## config.mk

```make
export PLATFORM = sky130hd
export DESIGN_NAME = frankie_control_flat
export DESIGN_NICKNAME = d
export VERILOG_FILES = /design/src/rtl/frankie_control_if.sv /design/src/rtl/frankie_control.sv /design/src/flat_wrapper.sv
export SDC_FILE = /design/constraint.sdc
export NUM_CORES = 1
export LEC_CHECK = 0
export CAP_MARGIN = 20
export CELL_PAD_IN_SITES_DETAIL_PLACEMENT = 0
export CELL_PAD_IN_SITES_GLOBAL_PLACEMENT = 1
export CORE_ASPECT_RATIO = 0.9
export CORE_MARGIN = 2
export CORE_UTILIZATION = 31
export DETAILED_ROUTE_END_ITERATION = 12
export HOLD_SLACK_MARGIN = 0.05
export PLACE_DENSITY = 0.77
export SYNTH_ARGS = -nofsm -noshare
export SYNTH_HDL_FRONTEND = slang
export SYNTH_SLANG_ARGS = --single-unit
```

## constraint.sdc

```tcl
create_clock -name clock -period 2.4 [get_ports clock]
set_clock_uncertainty 0.15 [all_clocks]
set_input_delay 0.36 -clock clock [delete_from_list [all_inputs] [get_ports clock]]
set_output_delay 0.36 -clock clock [all_outputs]
set_load 0.02 [all_outputs]
```

## src/rtl/frankie_control_if.sv

```systemverilog
// frankie_control_if: control/status bundle between the Frankie control FSM and its datapath
interface frankie_control_if #(
    parameter int OPW   = 4,
    parameter int CNT_W = 16
);
    logic [OPW-1:0]   opcode;
    logic             zero;
    logic             mem_ready;
    logic             pc_write;
    logic [1:0]       pc_src;
    logic             ir_write;
    logic             mem_read;
    logic             mem_write;
    logic [1:0]       addr_src;
    logic [1:0]       alu_src_b;
    logic [2:0]       alu_op;
    logic             reg_write;
    logic [1:0]       reg_src;
    logic             ra_write;
    logic             swap_en;
    logic             sp_inc;
    logic             sp_dec;
    logic             halted;
    logic [3:0]       state;
    logic [CNT_W-1:0] retired;

    modport master (
        input  opcode, zero, mem_ready,
        output pc_write, pc_src, ir_write, mem_read, mem_write, addr_src, alu_src_b, alu_op,
               reg_write, reg_src, ra_write, swap_en, sp_inc, sp_dec, halted, state, retired
    );

    modport slave (
        output opcode, zero, mem_ready,
        input  pc_write, pc_src, ir_write, mem_read, mem_write, addr_src, alu_src_b, alu_op,
               reg_write, reg_src, ra_write, swap_en, sp_inc, sp_dec, halted, state, retired
    );
endinterface

```

## src/rtl/frankie_control.sv

```systemverilog
// frankie_control: multi-cycle fetch/decode/execute/memory/writeback sequencer for the Frankie datapath
module frankie_control #(
    parameter int OPW   = 4,
    parameter int CNT_W = 16
) (
    input logic               clock,
    input logic               reset,
    frankie_control_if.master bus
);
    typedef enum logic [3:0] {
        FETCH  = 4'd0,
        DECODE = 4'd1,
        EXEC   = 4'd2,
        ALU_WB = 4'd3,
        LI_WB  = 4'd4,
        MEM_RD = 4'd5,
        MEM_WR = 4'd6,
        MEM_WB = 4'd7,
        JUMP   = 4'd8,
        BRANCH = 4'd9,
        SWAP   = 4'd10,
        HALT   = 4'd15
    } state_t;

    state_t           state_q, nxt;
    logic [OPW-1:0]   op;
    logic [CNT_W-1:0] retired;

    assign bus.state   = state_q;
    assign bus.retired = retired;

    // Next state and control outputs; everything forced low while reset is held
    always_comb begin
        nxt           = state_q;
        bus.pc_write  = 1'b0;
        bus.pc_src    = 2'd0;
        bus.ir_write  = 1'b0;
        bus.mem_read  = 1'b0;
        bus.mem_write = 1'b0;
        bus.addr_src  = 2'd0;
        bus.alu_src_b = 2'd0;
        bus.alu_op    = 3'd0;
        bus.reg_write = 1'b0;
        bus.reg_src   = 2'd0;
        bus.ra_write  = 1'b0;
        bus.swap_en   = 1'b0;
        bus.sp_inc    = 1'b0;
        bus.sp_dec    = 1'b0;
        bus.halted    = 1'b0;
        if (!reset) begin
            case (state_q)
                FETCH: begin
                    bus.mem_read = 1'b1;
                    bus.pc_write = bus.mem_ready;
                    nxt          = bus.mem_ready ? DECODE : FETCH;
                end
                DECODE: begin
                    bus.ir_write = 1'b1;
                    case (bus.opcode)
                        OPW'(0):                                                 nxt = LI_WB;
                        OPW'(1), OPW'(2), OPW'(3), OPW'(4), OPW'(5), OPW'(7), OPW'(8): nxt = EXEC;
                        OPW'(6):                                                 nxt = MEM_RD;
                        OPW'(9), OPW'(10):                                       nxt = JUMP;
                        OPW'(11):                                                nxt = SWAP;
                        OPW'(12):                                                nxt = BRANCH;
                        OPW'(15):                                                nxt = HALT;
                        default:                                                 nxt = FETCH;
                    endcase
                end
                EXEC: begin
                    case (op)
                        OPW'(1): nxt = ALU_WB;
                        OPW'(2): begin bus.alu_src_b = 2'd1; nxt = ALU_WB; end
                        OPW'(3): begin bus.alu_op = 3'd1; nxt = ALU_WB; end
                        OPW'(4): begin bus.alu_op = 3'd2; bus.alu_src_b = 2'd2; nxt = ALU_WB; end
                        OPW'(5): begin bus.sp_dec = 1'b1; nxt = MEM_WR; end
                        OPW'(7): begin bus.alu_src_b = 2'd1; nxt = MEM_RD; end
                        OPW'(8): begin bus.alu_src_b = 2'd1; nxt = MEM_WR; end
                        default: nxt = FETCH;
                    endcase
                end
                ALU_WB: begin
                    bus.reg_write = 1'b1;
                    bus.reg_src   = 2'd1;
                    nxt           = FETCH;
                end
                LI_WB: begin
                    bus.reg_write = 1'b1;
                    nxt           = FETCH;
                end
                MEM_RD: begin
                    bus.mem_read = 1'b1;
                    bus.addr_src = (op == OPW'(6)) ? 2'd2 : 2'd1;
                    nxt          = bus.mem_ready ? MEM_WB : MEM_RD;
                end
                MEM_WB: begin
                    bus.reg_write = 1'b1;
                    bus.reg_src   = 2'd2;
                    bus.sp_inc    = (op == OPW'(6));
                    nxt           = FETCH;
                end
                MEM_WR: begin
                    bus.mem_write = 1'b1;
                    bus.addr_src  = (op == OPW'(5)) ? 2'd2 : 2'd1;
                    nxt           = bus.mem_ready ? FETCH : MEM_WR;
                end
                JUMP: begin
                    bus.pc_write = 1'b1;
                    bus.pc_src   = (op == OPW'(9)) ? 2'd1 : 2'd2;
                    bus.ra_write = (op == OPW'(9));
                    nxt          = FETCH;
                end
                BRANCH: begin
                    bus.pc_write = bus.zero;
                    bus.pc_src   = 2'd1;
                    nxt          = FETCH;
                end
                SWAP: begin
                    bus.swap_en = 1'b1;
                    nxt         = FETCH;
                end
                HALT:    bus.halted = 1'b1;
                default: nxt = FETCH;
            endcase
        end
    end

    // State register, decode-time opcode latch and retired-instruction counter
    always_ff @(posedge clock) begin
        if (reset) begin
            state_q <= FETCH;
            op      <= '0;
            retired <= '0;
        end else begin
            state_q <= nxt;
            if (state_q == DECODE) op <= bus.opcode;
            if ((nxt == FETCH || nxt == HALT) && nxt != state_q) retired <= retired + CNT_W'(1);
        end
    end
endmodule

```

## src/flat_wrapper.sv

```systemverilog
// flat-port wrapper written by rule: the top's interface ports become plain ports
module frankie_control_flat 
#(
    parameter int OPW   = 4,
    parameter int CNT_W = 16
)
  (clock, reset, bus_opcode, bus_zero, bus_mem_ready, bus_pc_write, bus_pc_src, bus_ir_write, bus_mem_read, bus_mem_write, bus_addr_src, bus_alu_src_b, bus_alu_op, bus_reg_write, bus_reg_src, bus_ra_write, bus_swap_en, bus_sp_inc, bus_sp_dec, bus_halted, bus_state, bus_retired);
  frankie_control_if #(.OPW(OPW), .CNT_W(CNT_W)) bus_i ();
  input logic clock;
  input logic reset;
  input wire logic [$bits(bus_i.opcode)-1:0] bus_opcode;
  input wire logic [$bits(bus_i.zero)-1:0] bus_zero;
  input wire logic [$bits(bus_i.mem_ready)-1:0] bus_mem_ready;
  output wire logic [$bits(bus_i.pc_write)-1:0] bus_pc_write;
  output wire logic [$bits(bus_i.pc_src)-1:0] bus_pc_src;
  output wire logic [$bits(bus_i.ir_write)-1:0] bus_ir_write;
  output wire logic [$bits(bus_i.mem_read)-1:0] bus_mem_read;
  output wire logic [$bits(bus_i.mem_write)-1:0] bus_mem_write;
  output wire logic [$bits(bus_i.addr_src)-1:0] bus_addr_src;
  output wire logic [$bits(bus_i.alu_src_b)-1:0] bus_alu_src_b;
  output wire logic [$bits(bus_i.alu_op)-1:0] bus_alu_op;
  output wire logic [$bits(bus_i.reg_write)-1:0] bus_reg_write;
  output wire logic [$bits(bus_i.reg_src)-1:0] bus_reg_src;
  output wire logic [$bits(bus_i.ra_write)-1:0] bus_ra_write;
  output wire logic [$bits(bus_i.swap_en)-1:0] bus_swap_en;
  output wire logic [$bits(bus_i.sp_inc)-1:0] bus_sp_inc;
  output wire logic [$bits(bus_i.sp_dec)-1:0] bus_sp_dec;
  output wire logic [$bits(bus_i.halted)-1:0] bus_halted;
  output wire logic [$bits(bus_i.state)-1:0] bus_state;
  output wire logic [$bits(bus_i.retired)-1:0] bus_retired;
  assign bus_i.opcode = bus_opcode;
  assign bus_i.zero = bus_zero;
  assign bus_i.mem_ready = bus_mem_ready;
  assign bus_pc_write = bus_i.pc_write;
  assign bus_pc_src = bus_i.pc_src;
  assign bus_ir_write = bus_i.ir_write;
  assign bus_mem_read = bus_i.mem_read;
  assign bus_mem_write = bus_i.mem_write;
  assign bus_addr_src = bus_i.addr_src;
  assign bus_alu_src_b = bus_i.alu_src_b;
  assign bus_alu_op = bus_i.alu_op;
  assign bus_reg_write = bus_i.reg_write;
  assign bus_reg_src = bus_i.reg_src;
  assign bus_ra_write = bus_i.ra_write;
  assign bus_swap_en = bus_i.swap_en;
  assign bus_sp_inc = bus_i.sp_inc;
  assign bus_sp_dec = bus_i.sp_dec;
  assign bus_halted = bus_i.halted;
  assign bus_state = bus_i.state;
  assign bus_retired = bus_i.retired;
  frankie_control #(.OPW(OPW), .CNT_W(CNT_W)) u_core (.clock(clock), .reset(reset), .bus(bus_i));
endmodule
```

==> impl_results.md, run 1 <==
* Status: finished, violations left
* Failing checks: negative setup slack
* Crit path time final at 2820 ps
* Hold Violations, Final at 0
* DP Worst Slack at -884 ps
* Mapped Avg Cell Area at 7.14 um^2
* CP max stage delay at 560 ps
* Internal reg-to-reg setup slack at -420 ps
* Initial Util at 0.325
* DR iter-0 viols at 158
* RD Place Congestion at 0.862
* Worst-case clock buffer depth at 2
* Sequential fraction of the synthesis area at 0.255
* Min-delay worst type: flop to flop
* Vias in the first global route at 2230
* Die Y at 78.0 um
* Worst skew pair latency at 270 ps
* I/O Buffers at 47
* Power Density at 414 nW/um^2
* Crit end category: flop
* Worst-path clk slew at 90 ps
* R2r endpoint: u_core.bus.retired[1]
* RSZ-0062 raised after global routing: true
* Gate power share at 0.399
* Crit. Startpoint: u_core.bus.state[3]
* Netlist cell types at 54
* Num rows at 26
* Largest cells by area after synthesis: dfxtp_1 25%, nor2_1 7.0%, nand2_1 4.6%
* Ys Warns at 0
* Asr flop ratio synth at 0
* Full die area at 6720 um^2
* Worst path most repeated cell: buf_6
* Max Fanout on Critical Path at 4
* Sum Neg Setup Slack at -5570 ps
* Kind of critical path: flop to flop
* Final setup violating endpoints at 18
* Crit-path slowest cell: or4b_4
* DRT Pass-1 Iters at 4
* GR Util All Layers at 0.192
* Cell accounting for the most synthesized area: dfxtp_1
* Clk pwr share at 0.273
* N_diodes at 0
* Critical path arrival at 2830 ps
* Initial antenna violation count at 0
* GRT overflow at 0
* CP Cell Sequence: or4b_4 > a211o_1 > and2_4 > o22a_1 > a32o_2 > nor3_4 > buf_6 > buf_6 > mux2i_1 > nor2_1
* Synth cell count leaders: 35 x nor2_1, 24 x dfxtp_1, 23 x nand2_1
* Vias per cell at 5.20
* Period Utilization, post-route at 1.17
* Net count after synthesis at 278
* Layout area overhead at 69.2%
* Max Cap Viol at 0
* Mapped Area at 1880 um^2
* Share of cells above drive strength 1 at 0.385
* Crit path launch type: flop
* # nets final at 386
* DR vias at 2294
* Largest net degree at the start of global routing at 22
* DP HPWL at 4380 um
* Worst VDD drop at 0.000266 V
* Cts-stage hold buffer count at 0
* Origin of the critical flop-to-flop path: u_core.bus.state[3]
* Max Slew Vio Count at 0
* Drt wl/cell at 14.2 um
* Fmax at 355 MHz
* Area after DPL at 2860 um^2
* Req. time, crit path at 2410 ps
* Hold Slack at 336 ps
* Drt drc at 0
* # H-tree levels at 1
* Switching Share at 0.311
* Die W at 86.2 um
* Io pins at 49
* Predominant post-synthesis flop cell: dfxtp_1
* Internal power at 910 uW
* Synth top area share at 0.255
* Reg power frac at 0.329
* WL final at 6250 um
* Setup crit end: u_core.bus.retired[1]
* Final cell count without fillers at 441
* Clock Tree Root: clkbuf_8
* Area of the core at 5790 um^2
* Routed Antenna Nets at 0
* Final worst setup slack at -419 ps
* Post-synth EDFFs at 0
* Clock sinks at 24
* Cell with the most instances after synthesis: nor2_1
* CTS tree: built
* P_leak at 1.34 nW
* Post-Place Cells at 425
* Worst R2R Path Depth at 10
* Post-Syn Instances at 264
* #FFs+latches synth at 24
* Psw at 410 uW
* First-pass GRT wire length at 10600 um
* Finished Cell Area at 3190 um^2
* TritonCTS Buffers at 3
-- layout make-up --
type | count | area, um^2
fillers | 558 | 2600
multi-input cells | 208 | 1490
repair buffers | 122 | 998
flip-flops and latches | 24 | 488
well taps | 70 | 87.6
inverters | 13 | 51.3
clock buffers | 3 | 41.3
clock inverters | 1 | 30.0
-- repair_timing --
action / 4_1_cts / 5_1_grt
cloned: 1 / 0
hold endpoints to repair: 0 / 0
pin swaps: 17 / 7
endpoints found under the setup margin: 34 / 30
setup buffers: 11 / 1
gates resized for setup: 105 / 22
-- through the flow --
step                       util  power, mW
after floorplan               -      0.669
after global placement    0.493      0.848
after detailed placement  0.493      0.852
after CTS                 0.542       1.30
after global routing      0.551       1.39
final                     0.551       1.32
-- worst min path at each step --
stage                                start                      to  slack (ps)  depth (start not counted)
CTS                 u_core.bus.retired[15]  u_core.bus.retired[15]         340                          2
floorplan                     u_core.op[3]            u_core.op[3]         390                          2
finish               u_core.bus.retired[5]   u_core.bus.retired[5]         340                          1
detailed placement  u_core.bus.retired[15]  u_core.bus.retired[15]         320                          2
global placement    u_core.bus.retired[15]  u_core.bus.retired[15]         300                          2
global route         u_core.bus.retired[5]   u_core.bus.retired[5]         380                          1
-- cells by family after synthesis --
logic type                 share of synthesized area
and+or+nand+nor                                0.365
other                                        0.00199
buffers and inverters                         0.0790
xor gates and xnor gates                      0.0186
DFF                                            0.255
AOI/OAI and AO/OA                              0.198
adders and majority gates                     0.0398
muxes                                         0.0425
-- per-layer routing --
metal | vias up | part of all wire | global-route usage
li1 | 1156 | - | -
met1 | 1058 | 0.45 | 0.254
met2 | 60 | 0.49 | 0.326
met3 | 20 | 0.042 | 0.0309
met4 | 0 | 0.021 | 0.0438
met5 | - | 0 | 0
-- worst max-delay path, delay by kind of cell (launching register included) --
| kind | cells | cell delay, ps |
|---|---|---|
| compound gates | 3 | 810 |
| buf+inv | 2 | 280 |
| flops | 1 | 330 |
| mux | 1 | 170 |
| simple gates | 4 | 960 |
-- cell usage in the layout, fill, tap and decap left out, types with 8 or more instances in the layout --
master,count
nor3_1,10
buf_2,8
a21oi_1,13
nor2_1,34
buf_6,9
inv_1,11
nand3_1,12
mux2i_1,8
dlygate4sd2_1,10
dfxtp_1,18
clkdlybuf4s50_1,22
buf_4,66
nand2_1,21
-- power by group through the flow --
stage	clock (mW)	sequential (mW)	combinational [mW]
after floorplan	0	0.449	0.220
after global placement	0	0.440	0.409
after detailed placement	0	0.440	0.412
after CTS	0.367	0.433	0.497
after global routing	0.389	0.437	0.563
final	0.360	0.434	0.526
-- registers in the layout, summed over array words and instances (netlist names) --
register and flops:
u_core.bus.retired 16, u_core.bus.state 4, u_core.op 4
(Power assumes the default switching activity.)
==> run 2: changes to the inputs <==
--- a/config.mk
+++ b/config.mk
@@ -11,8 +11,8 @@
 export CORE_ASPECT_RATIO = 0.9
 export CORE_MARGIN = 2
 export CORE_UTILIZATION = 31
+export CTS_CLUSTER_DIAMETER = 80
 export DETAILED_ROUTE_END_ITERATION = 12
-export HOLD_SLACK_MARGIN = 0.05
 export PLACE_DENSITY = 0.77
 export SYNTH_ARGS = -nofsm -noshare
 export SYNTH_HDL_FRONTEND = slang
==> results of run 2 <==
Final layout, timing and power as in run 1 (identical DEF).
==> run 3: changes to the inputs <==
--- a/config.mk
+++ b/config.mk
@@ -5,7 +5,7 @@
 export SDC_FILE = /design/constraint.sdc
 export NUM_CORES = 1
 export LEC_CHECK = 0
-export CAP_MARGIN = 20
+export CAP_MARGIN = 40
 export CELL_PAD_IN_SITES_DETAIL_PLACEMENT = 0
 export CELL_PAD_IN_SITES_GLOBAL_PLACEMENT = 1
 export CORE_ASPECT_RATIO = 0.9
@@ -13,6 +13,7 @@
 export CORE_UTILIZATION = 31
 export CTS_CLUSTER_DIAMETER = 80
 export DETAILED_ROUTE_END_ITERATION = 12
+export MAX_ROUTING_LAYER = met4
 export PLACE_DENSITY = 0.77
 export SYNTH_ARGS = -nofsm -noshare
 export SYNTH_HDL_FRONTEND = slang
==> impl_results.md, run 3 (same netlist as run 1, synthesis figures left out) <==
* Status: finished, violations left
* Failing checks: negative setup slack
* Final setup violating endpoints at 18 (unchanged)
* Clock Tree Root: clkbuf_8
* Full die area at 6720 um^2 (unchanged)
* Worst path most repeated cell: buf_6
* DR vias at 2298 (+0.17%)
* Crit end category: flop
* DR iter-0 viols at 159 (+0.63%)
* Worst-case clock buffer depth at 2 (unchanged)
* # H-tree levels at 1 (unchanged)
* # nets final at 386 (unchanged)
* Area after DPL at 2860 um^2 (unchanged)
* Die W at 86.2 um (unchanged)
* I/O Buffers at 47 (unchanged)
* Drt wl/cell at 14.2 um (+0.26%)
* Max Slew Vio Count at 0 (unchanged)
* Req. time, crit path at 2410 ps (about the same)
* CTS tree: built
* DRT Pass-1 Iters at 4 (unchanged)
* Hold Slack at 336 ps (-0.0220 ps)
* Io pins at 49 (unchanged)
* Largest net degree at the start of global routing at 22 (unchanged)
* Worst-path clk slew at 90 ps (about the same)
* Hold Violations, Final at 0 (unchanged)
* Die Y at 78.0 um (unchanged)
* Fmax at 356 MHz (+0.28%)
* P_leak at 1.34 nW (unchanged)
* Total power at 1.32 mW (about the same)
* Cts-stage hold buffer count at 0 (unchanged)
* Num rows at 26 (unchanged)
* Max Fanout on Critical Path at 4 (unchanged)
* TritonCTS Buffers at 3 (unchanged)
* First-pass GRT wire length at 10600 um (unchanged)
* Max Cap Viol at 0 (unchanged)
* Final worst setup slack at -411 ps (+7.82 ps)
* Routed Antenna Nets at 0 (unchanged)
* Share of cells above drive strength 1 at 0.385 (unchanged)
* Layout area overhead at 69.2% (unchanged)
* Commonest non-fill, non-tap cell in the layout: buf_4
* N_diodes at 0 (unchanged)
* Worst VDD drop at 0.000266 V (about the same)
* GR Util All Layers at 0.197 (+0.00526)
* WL final at 6270 um (+0.26%)
* Period Utilization, post-route at 1.17 (-0.00326)
* Fillers at 558 (unchanged)
* Area taken by multi-input logic gates at 1490 um^2 (unchanged)
* Crit path time final at 2810 ps (-7.82 ps)
* Largest register by flop count: u_core.bus.retired
* Crit path launch type: flop
* GRT overflow at 0 (unchanged)
* Initial antenna violation count at 0 (unchanged)
* Final cell count without fillers at 441 (unchanged)
* Critical path arrival at 2820 ps (about the same)
* Worst path buffer plus inverter count at 2 (unchanged)
* Area of the core at 5790 um^2 (unchanged)
* FF/Latch Area at 488 um^2 (unchanged)
* Min-delay worst type: flop to flop
* Power Density at 414 nW/um^2 (about the same)
* RD Place Congestion at 0.876 (+1.6%)
* Kind of critical path: flop to flop
* Worst skew pair latency at 270 ps (about the same)
* Crit-path slowest cell: or4b_4
* Clock sinks at 24 (unchanged)
* CP Cell Sequence: or4b_4 > a211o_1 > and2_4 > o22a_1 > a32o_2 > nor3_4 > buf_6 > buf_6 > mux2i_1 > nor2_1
* DP HPWL at 4380 um (unchanged)
* Vias in the first global route at 2230 (unchanged)
* Post-Place Cells at 425 (unchanged)
* Max reg flops at 16 (unchanged)
* Finished Cell Area at 3190 um^2 (unchanged)
* Drt drc at 0 (unchanged)
* Initial Util at 0.325 (unchanged)
* RSZ-0062 raised after global routing: true
* CP top delay family: simple AND/OR/NAND/NOR gates
* Vias per cell at 5.21 (+0.17%)
* CP max stage delay at 560 ps (about the same)
* Commonest non-fill, non-tap cells in the layout: 66 x buf_4, 34 x nor2_1, 22 x clkdlybuf4s50_1
-- run 3: cell counts in the layout (fill, tap and decap cells not counted) --
No cell type changed its count.
-- run 3: path summary, 6_finish.rpt --
| kind | from | cells past startpoint | end | slack (ps) |
|---|---|---|---|---|
| setup / recovery | u_core.bus.state[3] | 10 | u_core.bus.retired[1] | -410 |
| hold / removal | u_core.bus.retired[5] | 1 | u_core.bus.retired[5] | 340 |
| setup reg to reg | u_core.bus.state[3] | 10 | u_core.bus.retired[1] | -410 |
| hold reg to reg | u_core.bus.retired[5] | 1 | u_core.bus.retired[5] | 340 |
-- run 3: area by class of cell --
cell class	count	area share
Clock inverter	1	0.00942
Sequential cell	24	0.153
Tap cell	70	0.0275
Inverter	13	0.0161
Timing Repair Buffer	122	0.313
Clock buffer	3	0.0130
Multi-Input combinational cell	208	0.468
-- run 3: stage by stage --
step                setup TNS [ps]   util  setup WS (ps)
floorplan                    -3560      -           -324
global placement            -15970  0.493           -858
detailed placement          -16680  0.493           -884
CTS                          -4580  0.542           -354
global route                 -7030  0.551           -445
finish                       -5500  0.551           -411
-- run 3: what timing repair did --
| item | 4_1_cts | 5_1_grt |
|---|---|---|
| pin swaps | 17 | 7 |
| buffers inserted | 11 | 1 |
| gates resized for setup | 105 | 22 |
| endpoints found under the setup margin | 34 | 30 |
| gates cloned | 1 | 0 |
-- run 3: where the power goes --
part	switching, mW	internal, mW	total (mW)
clock network	0.136	0.223	0.359
logic	0.254	0.272	0.527
registers	0.0192	0.415	0.434
-- run 3: metal layers --
layer,global-route usage,up-vias,part of all wire
met5,-,-,0
met3,0.0309,23,0.042
met1,0.254,1062,0.45
met4,0.0438,0,0.019
li1,-,1155,-
met2,0.326,58,0.49
